--- src/rtl/if_fetch_queue_pkg.sv ---
// Shared widths and entry packing for the instruction fetch queue.
// An entry is packed as {pc, insn, predt} with predt in bit 0.
package if_fetch_queue_pkg;

   localparam int PC_WIDTH   = 32;
   localparam int WORD_WIDTH = 32;

   localparam int PREDT_LSB = 0;
   localparam int INSN_LSB  = 1;

   function automatic int pc_lsb(input int insn_w);
      return insn_w + 1;
   endfunction

   function automatic int entry_w(input int pc_w, input int insn_w);
      return pc_w + insn_w + 1;
   endfunction

endpackage

--- src/rtl/if_fetch_queue_mem.sv ---
// Entry storage for the fetch queue: DEPTH x ENT_W registers,
// one write port, one asynchronous read port, data not reset.
module if_fetch_queue_mem
   import if_fetch_queue_pkg::*;
#(
   parameter int DEPTH = 4,
   parameter int ENT_W = entry_w(PC_WIDTH, WORD_WIDTH),
   parameter int PTR_W = $clog2(DEPTH)
) (
   input  logic             clk,
   input  logic             we,
   input  logic [PTR_W-1:0] waddr,
   input  logic [ENT_W-1:0] wdata,
   input  logic [PTR_W-1:0] raddr,
   output logic [ENT_W-1:0] rdata
);

   logic [ENT_W-1:0] mem_q [DEPTH];
   logic [ENT_W-1:0] mem_d [DEPTH];

   always_comb begin
      mem_d = mem_q;
      if (we) begin
         mem_d[waddr] = wdata;
      end
   end

   always_ff @(posedge clk) begin
      mem_q <= mem_d;
   end

   assign rdata = mem_q[raddr];

endmodule

--- src/rtl/if_fetch_queue.sv ---
// Fetch buffer between IF and ID: pending request slot plus a DEPTH-entry FIFO.
// Optional IF_FETCH_QUEUE_BYPASS_EN lets a returning insn reach decode while the queue is empty.
module if_fetch_queue
   import if_fetch_queue_pkg::*;
#(
   parameter int DEPTH  = 4,
   parameter int PC_W   = PC_WIDTH,
   parameter int INSN_W = WORD_WIDTH
) (
   input  logic                         clk,
   input  logic                         rst_n,
   input  logic                         cpu_en,
   input  logic                         if_flush,
   input  logic                         req_valid,
   input  logic [PC_W-1:0]              req_pc,
   input  logic                         req_predt_br_taken,
   output logic                         req_ready,
   input  logic [INSN_W-1:0]            insn,
   input  logic                         id_ready,
   output logic                         if_en,
   output logic [PC_W-1:0]              if_pc,
   output logic [INSN_W-1:0]            if_insn,
   output logic                         if_predt_br_taken,
   output logic [$clog2(DEPTH+1)-1:0]   if_count
);

   localparam int PTR_W  = $clog2(DEPTH);
   localparam int CNT_W  = $clog2(DEPTH+1);
   localparam int ENT_W  = entry_w(PC_W, INSN_W);
   localparam int PC_LSB = pc_lsb(INSN_W);

   logic [PTR_W-1:0]  wr_ptr_q, wr_ptr_d;
   logic [PTR_W-1:0]  rd_ptr_q, rd_ptr_d;
   logic [CNT_W-1:0]  count_q, count_d;
   logic              pend_v_q, pend_v_d;
   logic [PC_W-1:0]   pend_pc_q, pend_pc_d;
   logic              pend_predt_q, pend_predt_d;

   logic              empty;
   logic              accept;
   logic              pop;
   logic              byp_act;
   logic              wr_en;
   logic              rd_en;
   logic [ENT_W-1:0]  wr_data;
   logic [ENT_W-1:0]  rd_data;

   assign empty = (count_q == '0);

   // Credit check counts the pending slot so its write always finds room.
   assign req_ready = cpu_en &
      (({1'b0, count_q} + {{CNT_W{1'b0}}, pend_v_q}) < (CNT_W+1)'(DEPTH));
   assign accept = req_valid & req_ready & ~if_flush;

`ifdef IF_FETCH_QUEUE_BYPASS_EN
   assign byp_act = empty & pend_v_q;
`else
   assign byp_act = 1'b0;
`endif

   always_comb begin
      if_en             = 1'b0;
      if_pc             = '0;
      if_insn           = '0;
      if_predt_br_taken = 1'b0;
      if (byp_act) begin
         if_en             = 1'b1;
         if_pc             = pend_pc_q;
         if_insn           = insn;
         if_predt_br_taken = pend_predt_q;
      end else if (!empty) begin
         if_en             = 1'b1;
         if_pc             = rd_data[PC_LSB +: PC_W];
         if_insn           = rd_data[INSN_LSB +: INSN_W];
         if_predt_br_taken = rd_data[PREDT_LSB];
      end
   end

   assign pop     = if_en & id_ready & cpu_en;
   assign rd_en   = pop & ~empty;
   // A bypassed entry consumed on arrival never enters storage.
   assign wr_en   = pend_v_q & ~(byp_act & pop) & ~if_flush;
   assign wr_data = {pend_pc_q, insn, pend_predt_q};

   always_comb begin
      wr_ptr_d = wr_ptr_q;
      rd_ptr_d = rd_ptr_q;
      count_d  = count_q;
      pend_v_d = 1'b0;
      if (if_flush) begin
         wr_ptr_d = '0;
         rd_ptr_d = '0;
         count_d  = '0;
      end else begin
         if (wr_en) begin
            wr_ptr_d = wr_ptr_q + PTR_W'(1);
         end
         if (rd_en) begin
            rd_ptr_d = rd_ptr_q + PTR_W'(1);
         end
         count_d  = count_q + CNT_W'(wr_en) - CNT_W'(rd_en);
         pend_v_d = accept;
      end
   end

   always_comb begin
      pend_pc_d    = pend_pc_q;
      pend_predt_d = pend_predt_q;
      if (accept) begin
         pend_pc_d    = req_pc;
         pend_predt_d = req_predt_br_taken;
      end
   end

   always_ff @(posedge clk or negedge rst_n) begin
      if (!rst_n) begin
         wr_ptr_q <= '0;
         rd_ptr_q <= '0;
         count_q  <= '0;
         pend_v_q <= 1'b0;
      end else begin
         wr_ptr_q <= wr_ptr_d;
         rd_ptr_q <= rd_ptr_d;
         count_q  <= count_d;
         pend_v_q <= pend_v_d;
      end
   end

   always_ff @(posedge clk) begin
      pend_pc_q    <= pend_pc_d;
      pend_predt_q <= pend_predt_d;
   end

   if_fetch_queue_mem #(
      .DEPTH (DEPTH),
      .ENT_W (ENT_W),
      .PTR_W (PTR_W)
   ) u_mem (
      .clk   (clk),
      .we    (wr_en),
      .waddr (wr_ptr_q),
      .wdata (wr_data),
      .raddr (rd_ptr_q),
      .rdata (rd_data)
   );

   assign if_count = count_q;

endmodule

--- config.mk ---
export PLATFORM = sky130hd
export DESIGN_NAME = if_fetch_queue
export DESIGN_NICKNAME = d
export VERILOG_FILES = /design/src/rtl/if_fetch_queue_pkg.sv /design/src/rtl/if_fetch_queue_mem.sv /design/src/rtl/if_fetch_queue.sv
export SDC_FILE = /design/constraint.sdc
export NUM_CORES = 1
export LEC_CHECK = 0
export ABC_AREA = 1
export CAP_MARGIN = 5
export CORE_MARGIN = 1.5
export CORE_UTILIZATION = 51
export CTS_CLUSTER_DIAMETER = 40
export DETAILED_ROUTE_END_ITERATION = 12
export GPL_ROUTABILITY_DRIVEN = 0
export PLACE_DENSITY = 0.74
export SKIP_LAST_GASP = 1
export SYNTH_ARGS = -nofsm -noshare
export SYNTH_HDL_FRONTEND = slang
export SYNTH_SLANG_ARGS = --single-unit
--- constraint.sdc ---
create_clock -name clk -period 4.5 [get_ports clk]
set_input_delay 0.9 -clock clk [delete_from_list [all_inputs] [get_ports clk]]
set_output_delay 0.9 -clock clk [all_outputs]
set_load 0.02 [all_outputs]
* Word level (Yosys, flattened, before mapping)
Index checks and enable logic that the tools add are counted.
** Storage, ports and cells
- Output and inout bits :: 70
- Input port bits :: 71
- Register bits after elaboration :: 301
- Logic and storage cells :: 50
** Cells by class
- Multiplexer cells :: 16
- Bitwise gates (word level) :: 11
- Add/subtract/negate cells :: 5
- Order comparisons :: 4
- Reduce and logical (&&, ||, !) cells :: 4
** Operators by type and width (count)
- 260-bit bitwise mux :: 1
- 65-bit two-way mux :: 3
- 65-bit binary-select mux with 2-bit select :: 1
- 65-bit demux with 2-bit select :: 1
- 32-bit two-way mux :: 2
- 2-bit two-way mux :: 4
- 1-bit bitwise AND :: 7
- 3-bit greater-or-equal comparator (second input constant) :: 2
- 2-bit inverter with 3-bit output :: 2
- 2-bit by 1-bit adder with 2-bit output (second input constant) :: 2
- 3-bit by 1-bit adder with 4-bit output :: 1
- 4-bit by 3-bit less-than comparator with 1-bit output (second input constant) :: 1
- 2-bit nonzero test :: 2
- 3-bit by 1-bit adder with 3-bit output :: 1
- 3-bit zero test :: 1
- 3-bit by 1-bit less-than comparator with 1-bit output (second input constant) :: 1
- 1-bit two-way mux :: 3
- 3-bit two-way mux :: 1
- 3-bit by 1-bit subtractor with 3-bit output :: 1
- 1-bit inverter :: 2
- 1-bit logical AND :: 1

* Depth between registers and ports, before layout
Gate-level depths: netlist of the first run.
- Depth in word-level cells :: 7
- Mapped depth :: 11
- Gate-level depth less buffers :: 11

* Cells and area by module
From an unflattened synthesis of the first run, not the netlist that was laid out.
** Unflattened totals
- Cell total of the unflattened synthesis :: 1256
- Area total of the unflattened synthesis :: 13018.7 µm²
** Modules (own cells, without submodules)
- if_fetch_queue_mem :: area an instance 11014.3 µm², cells each 1027, times used 1, seq. area each 7807.5 µm²
- if_fetch_queue :: area an instance 2004.4 µm², cells each 229, times used 1, seq. area each 1191.1 µm²

* Least setup slack after synthesis of the first run
OpenSTA, ideal clock, no wires.
- Kind :: input port to flip-flop
- Start point :: in if_flush
- End point :: reg u_mem.mem_q[0] (netlist name), enable pin
- Data arrival time :: 3.912 ns
- Data required time :: 4.012 ns
- Slack :: 0.100 ns
- Library setup time :: 0.488 ns
- Stages :: 3
- Path buffers :: 0
- Cell sequence :: inv_1 nand2_1 nor2_1
** Between the ends
- Longest elaborated chain between the ends :: 2
** Ends and longest elaborated chain
- start: declaration :: line if_fetch_queue.sv:13 : input logic if_flush,
- 1-bit inverter :: line if_fetch_queue.sv:82 : assign wr_en = pend_v_q & ~(byp_act & pop) & ~if_flush;
- 1-bit bitwise AND :: line if_fetch_queue.sv:82
- end signal: assignment :: line if_fetch_queue_mem.sv:29 : mem_q <= mem_d;
- end: declaration :: line if_fetch_queue_mem.sv:18 : logic [ENT_W-1:0] mem_q [DEPTH];
Every way passes these cells.
A chain may end at the register's enable or synchronous reset.

* Final worst setup path of the first run
- Start point :: reg rd_ptr_q[0]
- End point :: out if_pc[27]
** Between the ends
- Longest elaborated chain between the ends :: 5
** Ends and longest elaborated chain
- start: declaration :: line if_fetch_queue.sv:33 : logic [PTR_W-1:0] rd_ptr_q, rd_ptr_d;
- start signal: assignment :: line if_fetch_queue.sv:123 : rd_ptr_q <= rd_ptr_d;
- 2-bit inverter with 3-bit output (not written as such) :: line if_fetch_queue_mem.sv:32 : assign rdata = mem_q[raddr];
- 65-bit binary-select mux with 2-bit select :: line if_fetch_queue_mem.sv:32
- 65-bit two-way mux (not written as such) (2 in a row) :: line if_fetch_queue_mem.sv:32
- 32-bit two-way mux :: line if_fetch_queue.sv:71 : end else if (!empty) begin
- end: declaration :: line if_fetch_queue.sv:21 : output logic [PC_W-1:0] if_pc,
Every way passes these cells. The select of a mux whose other input is x is not followed.

==> run metrics, run 1 <==
run status=finished clean; switch share=0.272; Clock Tree Buf Depth=3; Clock Power Share=0.382; Worst-Margin Slew=1.06 ns; CTS root buf=clkbuf_16; top cells by area, synth=edfxtp_1 72%, nand2_1 12%, inv_1 4.5%; Seq cells post-synth=301; critical path class=register to primary output; core area=23500 sq um; post-DP HPWL=13800 um; die area=24900 sq um; DRT antenna net count=0; unique cell type count in the Yosys netlist=20; WP depth=7; total gr overflow=0; global-route wire length before repair=38500 um; Synth top area share=0.720; P_leak=0.00603 uW; Switching Power=2050 uW; Setup Skew=0.0130 ns; share of power burned in registers=0.420; vias post-DR=7685; Mapped Area=12200 sq um; RSZ-0062 raised after global routing=false; Buf+Inv Stages, Crit Path=3; # rows=56; max-slew violation count=0; sequential area share after synthesis=0.737; CP Data Required Time=3.60 ns; Crit path top cell by count=nand2_1; share of post-route cells with drive strength above 1=0.0666; DR WL/cell=15.9 um; post-CTS setup buffers=0; Int Pwr=5490 uW; fmax=267 MHz; RR Endpoint=pend_pc_q[15]$_DFFE_PP_; Final Instance Count excl. Fillers=1550; setup TNS=0 ns; fin crit period=3.75 ns; Min-Delay Path Class=register to register; P&R area growth vs syn=24.1%; Post-layout nets=1286; cell count after synthesis=1064; CTS tree=yes; First-pass DRT Iterations=5; Clock Pin Slew Worst Setup and Hold Paths=0.06 ns; DRC viols=0; Slowest-stage cell, CP=clkdlybuf4s50_1; combinational share of power=0.198; Hold Vio Cnt, Final=0; PwrDens=497 nW/um^2; PortBufs=140; I/O pins=141; Startpoint Class=register; Final period util=0.833; cell count after placement=1486; drt via density=4.96; VDD IR-drop max=337 uV; max_cap viols=0; Slew HR=0.294; CP top delay family=buffers and inverters; clk sink count=301; Crit path largest cell delay=0.65 ns; number of global-route vias before repair=7527; Starting DRT DRC Count=538; post-synth top area cell=edfxtp_1; reg2reg path depth=6; worst skew pair latency=0.51 ns; largest net degree at the start of global routing=134; Post-Route WL=24600 um; # diodes=0; CP Data Arrival Time=2.85 ns; final worst-path setup slack=0.751 ns; critical-path cell list=inv_4 > buf_4 > nand2_1 > nand2_1 > nand2_1 > a21oi_1 > clkdlybuf4s50_1; CTS resizes=0; post-synthesis net count=1143; Syn Area/Cell=11.5 sq um; # setup viols final=0; Die H=158 um; H-tree depth=2; # hold bufs at CTS=0; starting density of the core=0.520; Die Span X=158 um; initial antenna violation count=0; Crit. Startpoint=rd_ptr_q[0]$_DFFE_PN0P_; Post-Place Worst Slack=1.28 ns; CP Max Fanout=50; CTS Buf Count=38; RR Startpoint=if_count[1]$_DFF_PN0_; GRT Total Usage=0.205; crit end category=primary output; Yosys warning total=0; worst setup path end=if_pc[27]; R2R Setup Slk=2.31 ns
## cells in the mapped netlist
library cell / instances
inv_1: 146
nand3_1: 72
edfxtp_1: 293
nor2_1: 11
buf_4: 6
dfrtp_1: 8
o21ai_0: 2
or2_2: 1
a21oi_1: 65
clkbuf_1: 8
inv_2: 2
ha_1: 7
nand4_1: 3
buf_6: 2
inv_4: 1
nand2_2: 1
fa_1: 1
nand2_1: 399
xnor2_1: 1
buf_2: 35
## stage by stage
stage          utilization  total power [uW]  hold WS, ns  area (sq um)
2_1_floorplan            -              4040        0.459         12200
3_3_place_gp         0.594              4710        0.474         14000
3_5_place_dp         0.594              4720        0.479         14000
4_1_cts              0.646              7600        0.492         15200
5_1_grt              0.646              7830        0.503         15200
6_report             0.646              7530        0.487         15200
## placed cells by master (no fill, tap or decap), drive strengths merged
cell and n:
a21oi 65, clkdlybuf4s50 140, fa 1, xnor2 1
edfxtp 293, nand2 400, clkbuf 44, buf 14
bufinv 3, inv 153, ha 7, nand4 3
o21ai 2, clkinvlp 4, nor2 11, dfrtp 8
clkinv 9, or2 1, nand3 72
## flip-flops by register name, indices dropped and copies added, names as in the netlist
signal,flops
pend_predt_q,1
pend_pc_q,32
rd_ptr_q,2
wr_ptr_q,2
if_count,3
pend_v_q,1
u_mem.mem_q,260
## worst register-to-register path, stage by stage, from the launching register on
cell and delay (ns):
dfrtp_1 0.45, ha_1 0.23, nand3_1 0.08, nand2_1 0.05, inv_1 0.04, nand3_1 0.12, nor2_4 0.82
## cells by family after synthesis
family | share of synthesized area
flip-flops | 0.737
buffers and inverters | 0.0683
AO/OA/AOI/OAI | 0.0275
AND/OR/NAND/NOR | 0.158
adder cells (fa/ha/maj) | 0.00881
XOR/XNOR | 0.000717
## metal layers
metal / up-vias / track usage / wire (um)
met4: 0 / 0.0651 / 544
met1: 3629 / 0.264 / 10400
met3: 50 / 0.0435 / 1710
li1: 3762 / - / -
met2: 244 / 0.347 / 12000
met5: - / 0 / 0
## power groups by stage
stage	registers (uW)	logic (uW)	clock network [uW]
after floorplan	3220	819	0
after global placement	3220	1490	0
after detailed placement	3220	1500	0
after CTS	3160	1510	2930
after global routing	3170	1620	3040
final	3160	1500	2870
## cell type report
type	instances	area (sq um)
Sequential cell	301	9000
Fill cell	1752	8310
Multi-Input combinational cell	563	2420
Timing Repair Buffer	154	1570
Clock buffer	44	995
Inverter	149	562
Tap cell	319	399
Clock inverter	20	213
## worst min path at each step
| stage | startpoint | to | slack [ns] | depth (start not counted) |
|---|---|---|---|---|
| floorplan | pend_predt_q$_DFFE_PP_ | u_mem.mem_q[0]$_DFFE_PP_ | 0.46 | 0 |
| global placement | pend_pc_q[3]$_DFFE_PP_ | u_mem.mem_q[231]$_DFFE_PP_ | 0.47 | 0 |
| detailed placement | pend_pc_q[4]$_DFFE_PP_ | u_mem.mem_q[232]$_DFFE_PP_ | 0.48 | 0 |
| CTS | pend_pc_q[4]$_DFFE_PP_ | u_mem.mem_q[232]$_DFFE_PP_ | 0.49 | 0 |
| global route | pend_pc_q[5]$_DFFE_PP_ | u_mem.mem_q[168]$_DFFE_PP_ | 0.50 | 0 |
| finish | pend_pc_q[3]$_DFFE_PP_ | u_mem.mem_q[231]$_DFFE_PP_ | 0.49 | 0 |
(Power assumes the default switching activity.)
==> inputs of run 2 (changes only) <==
==> constraint.sdc (replaced) <==
create_clock -name clk -period 3.9 [get_ports clk]
set_input_delay 0.78 -clock clk [delete_from_list [all_inputs] [get_ports clk]]
set_output_delay 0.78 -clock clk [all_outputs]
set_load 0.02 [all_outputs]
==> run 2 against run 1 <==
Cell area rose by 1.1%. Core utilization rose by 0.72 points. Sequential power rose by 16%. Clock power rose by 26%. Critical path depth did not move. Combinational power rose by 15%. Non-clock buffer count rose by 4. Critical endpoint is now if_pc[11]. Largest cell class unchanged. Highest routed layer unchanged.
==> run metrics, run 2 (synthesized netlist as in run 1, its figures left out) <==
reg2reg path depth=11; Setup Skew=0.00832 ns; core area=23500 sq um; Hold Path End=u_mem.mem_q[185]$_DFFE_PP_; Clock Tree Buf Depth=3; area post-placement=14000 sq um; Worst Min Path Start=pend_pc_q[22]$_DFFE_PP_; share of post-route cells with drive strength above 1=0.0751; clk sink count=301; initial antenna violation count=0; RSZ-0062 raised after global routing=false; max reg flops=260; busiest grt layer=met2; Startpoint Class=register; VDD IR-drop max=468 uV; Hold Vio Cnt, Final=0; CP Data Required Time=3.12 ns; CTS tree=yes; switch share=0.266; R2R Setup Slk=1.84 ns; critical-path cell list=inv_4 > buf_4 > nand2_1 > nand2_1 > nand2_1 > a21oi_1 > clkdlybuf4s50_1; total gr overflow=0; combinational share of power=0.192; Hold Path Depth=0; fmax=276 MHz; Die Span X=158 um; design area=15300 sq um; commonest non-fill, non-tap cell in the layout=nand2_1; Post-Route WL=24900 um; WHS=0.498 ns; max-slew violation count=0; PortBufs=140; max_cap viols=0; PwrDens=587 nW/um^2; post-DP HPWL=13700 um; Clock Power Share=0.401; Int Pwr=6610 uW; Post-layout nets=1290; vias post-DR=7682; P&R area growth vs syn=25.5%; # setup viols final=0; H-tree depth=2; Clock Pin Slew Worst Setup and Hold Paths=0.06 ns; largest net degree at the start of global routing=100; setup TNS=0 ns; Crit path largest cell delay=0.66 ns; met1 global-route usage=0.271; CTS root buf=clkbuf_16; Final period util=0.930; grt met2 use=0.359; P_leak=0.00610 uW; First-pass DRT Iterations=5; drt via density=4.93; crit end category=primary output; starting density of the core=0.520; post-CTS setup buffers=0; Switching Power=2390 uW; # diodes=0; DRC viols=0; GRT Total Usage=0.208; CTS Buf Count=38; Min-Delay Path Class=register to register; worst skew pair latency=0.50 ns; DRT antenna net count=0; critical path class=register to primary output; DR WL/cell=16.0 um; CTS resizes=0; Die H=158 um; number of global-route vias before repair=7657; die area=24900 sq um; Worst-Margin Slew=0.576 ns; # hold bufs at CTS=0; CP Max Fanout=36; global-route wire length before repair=39300 um; share of power burned in registers=0.407; # rows=56; Starting DRT DRC Count=546; RR Startpoint=if_count[0]$_DFF_PN0_; Tot Pwr=9000 uW; Crit path top cell by count=nand2_1; RR Endpoint=if_count[2]$_DFF_PN0_; CP Data Arrival Time=2.85 ns; run status=finished clean; Slowest-stage cell, CP=dfrtp_4; Slew HR=0.616; fin crit period=3.63 ns; GR Layer Usage met3=0.0353; Reg with most FFs=u_mem.mem_q; commonest cells after routing, fill and taps aside=399 x nand2_1, 293 x edfxtp_1, 146 x inv_1; I/O pins=141
==> run 2: how the worst max path moves through the flow <==
| stage | depth (start not counted) | start | to |
|---|---|---|---|
| global route | 7 | rd_ptr_q[0]$_DFFE_PN0P_ | if_pc[11] |
| CTS | 7 | rd_ptr_q[0]$_DFFE_PN0P_ | if_pc[30] |
| floorplan | 3 | if_flush | u_mem.mem_q[0]$_DFFE_PP_ |
| detailed placement | 7 | rd_ptr_q[0]$_DFFE_PN0P_ | if_pc[30] |
| global placement | 7 | rd_ptr_q[0]$_DFFE_PN0P_ | if_pc[30] |
| finish | 7 | rd_ptr_q[0]$_DFFE_PN0P_ | if_pc[11] |
==> run 2: routing by layer <==
layer  up-vias  wire length (um)  part of all wire
li1       3778                 -                 -
met1      3618             10600              0.42
met2       247             12300              0.50
met3        39              1510             0.060
met4         0               483             0.019
met5         -                 0                 0
==> run 2: per-stage QoR <==
step	util	instances	setup WS (ns)
after floorplan	-	1064	-0.380
after global placement	0.596	1490	0.801
after detailed placement	0.596	1490	0.764
after CTS	0.653	1558	0.215
after global routing	0.653	1558	0.105
final	0.653	1558	0.271
==> run 2: power by group through the flow <==
stage	Combinational (uW)	Clock (uW)	Sequential (uW)
finish	1730	3610	3670
global route	1880	3800	3680
CTS	1740	3670	3670
detailed placement	1730	0	3740
global placement	1720	0	3730
floorplan	945	0	3710
==> run 2: critical path, delay by kind of cell (launching register included) <==
family	cells	cell delay, ns
AO/OA/AOI/OAI	1	0.18
buffers and inverters	3	1.25
flip-flops	1	0.66
AND/OR/NAND/NOR	3	0.23
==> run 2: area by class of cell <==
class                      instances  area, sq um
sequential                       301         9000
timing repair buffer             158         1610
multi-input combinational        563         2420
fill                            1709         8140
inverter                         149          562
clock buffer                      41          983
clock inverter                    27          350
tap                              319          399
==> inputs of run 3 (changes only) <==
--- a/config.mk
+++ b/config.mk
@@ -6,7 +6,8 @@
 export NUM_CORES = 1
 export LEC_CHECK = 0
 export ABC_AREA = 1
-export CAP_MARGIN = 5
+export CAP_MARGIN = 20
+export CORE_ASPECT_RATIO = 0.75
 export CORE_MARGIN = 1.5
 export CORE_UTILIZATION = 51
 export CTS_CLUSTER_DIAMETER = 40
==> run 3 against run 2 <==
Final cell count down 1.3%. Hold slack hardly changed. Clock skew is 0.0098 ns higher. Via count grew 2.8%. Largest power group unchanged.
==> run metrics, run 3 (synthesized netlist as in run 1, its figures left out) <==
run status=finished clean; Min-Delay Path Class=register to register; Starting DRT DRC Count=660; R2R Setup Slk=1.82 ns; CTS tree=yes; Crit path top cell by count=nand2_1; Crit path largest cell delay=0.64 ns; P&R area growth vs syn=23.9%; initial antenna violation count=1; # rows=48; critical-path cell list=inv_4 > buf_4 > nand2_1 > nand2_1 > nand2_1 > a21oi_1 > clkdlybuf4s50_1; Final Instance Count excl. Fillers=1537; starting density of the core=0.526; die area=24900 sq um; WHS=0.498 ns; # fillers=1679; Die H=137 um; Setup Skew=0.0181 ns; RR Startpoint=if_count[1]$_DFF_PN0_; GRT Total Usage=0.212; number of global-route vias before repair=7501; # setup viols final=0; Die Span X=182 um; CTS root buf=clkbuf_16; VDD IR-drop max=356 uV; RSZ-0062 raised after global routing=false; I/O pins=141; design area=15100 sq um; # diodes=0; Startpoint Class=register; commonest non-fill, non-tap cell in the layout=nand2_1; First-pass DRT Iterations=5; RR Endpoint=if_count[2]$_DFF_PN0_; Slew HR=0.444; global-route wire length before repair=39900 um; largest net degree at the start of global routing=134; Crit. Startpoint=rd_ptr_q[0]$_DFFE_PN0P_; share of post-route cells with drive strength above 1=0.0711; Clock Pin Slew Worst Setup and Hold Paths=0.06 ns; drt via density=5.14; area post-placement=13900 sq um; P_leak=0.00603 uW; cell count after placement=1474; CP Max Fanout=43; clk sink count=301; max reg flops=260; CP Data Required Time=3.12 ns; crit end category=primary output; worst setup path end=if_insn[15]; post-DP HPWL=14700 um; reg2reg path depth=11; vias post-DR=7900; max-slew violation count=0; Slowest-stage cell, CP=clkdlybuf4s50_1; fin crit period=3.67 ns; commonest cells after routing, fill and taps aside=399 x nand2_1, 293 x edfxtp_1, 146 x inv_1; PwrDens=575 nW/um^2; max_cap viols=0; DRC viols=0; CTS Buf Count=36; Worst-Margin Slew=0.834 ns; Final period util=0.940; post-CTS setup buffers=0; Clock Tree Buf Depth=3; Tot Pwr=8700 uW; Reg with most FFs=u_mem.mem_q; Hold Vio Cnt, Final=0; worst skew pair latency=0.53 ns; # hold bufs at CTS=0; Post-Route WL=26100 um; PortBufs=140; DR WL/cell=17.0 um; Post-layout nets=1291; fmax=273 MHz; total gr overflow=0; core area=23200 sq um; CTS resizes=0; DRT antenna net count=0; H-tree depth=2; CP Data Arrival Time=2.89 ns; critical path class=register to primary output
## run 3: changes by cell type in the layout (fill, tap and decap cells not counted), sizes merged
cell | previous run | this run
buf | 18 | 21
bufinv | 7 | 4
clkinvlp | 6 | 3
inv | 153 | 155
clkinv | 10 | 9
## run 3: how the worst min path moves through the flow
| stage | from | end | slack (ns) | depth (start not counted) |
|---|---|---|---|---|
| after floorplan | pend_predt_q$_DFFE_PP_ | u_mem.mem_q[0]$_DFFE_PP_ | 0.46 | 0 |
| after detailed placement | pend_predt_q$_DFFE_PP_ | u_mem.mem_q[195]$_DFFE_PP_ | 0.48 | 0 |
| after CTS | pend_pc_q[14]$_DFFE_PP_ | u_mem.mem_q[112]$_DFFE_PP_ | 0.50 | 0 |
| final | pend_pc_q[6]$_DFFE_PP_ | u_mem.mem_q[234]$_DFFE_PP_ | 0.50 | 0 |
| after global placement | pend_pc_q[6]$_DFFE_PP_ | u_mem.mem_q[169]$_DFFE_PP_ | 0.47 | 0 |
| after global routing | pend_pc_q[6]$_DFFE_PP_ | u_mem.mem_q[234]$_DFFE_PP_ | 0.51 | 0 |
## run 3: metal layers
layer  share of wire  track usage
met1            0.43        0.288
met2            0.47        0.340
met3           0.075       0.0444
met4           0.025       0.0833
met5               0            0
## run 3: critical path, delay by kind of cell, from the launching register on
family | cells | cell delay, ns
buffers and inverters | 3 | 1.40
DFF | 1 | 0.50
AOI/OAI and AO/OA | 1 | 0.23
and+or+nand+nor | 3 | 0.20
## run 3: power breakdown
part	switching (uW)	total (uW)	internal (uW)
registers	40.4	3650	3610
clock network	1300	3290	2000
logic	1070	1750	681
total	2410	8700	6290
## run 3: cell type report
| cell class | count | area (sq um) | area share |
|---|---|---|---|
| clock buffer | 41 | 920 | 0.0608 |
| clock inverter | 22 | 269 | 0.0178 |
| inverter | 149 | 562 | 0.0371 |
| multi-input combinational | 563 | 2420 | 0.160 |
| sequential | 301 | 9000 | 0.595 |
| tap | 300 | 375 | 0.0248 |
| timing repair buffer | 161 | 1580 | 0.105 |
## run 3: metrics by stage
stage	TNS [ns]	utilization	worst slack, ns
floorplan	-98.84	-	-0.380
global placement	0	0.600	0.785
detailed placement	0	0.600	0.784
CTS	0	0.651	0.191
global route	0	0.651	0.0411
finish	0	0.651	0.234
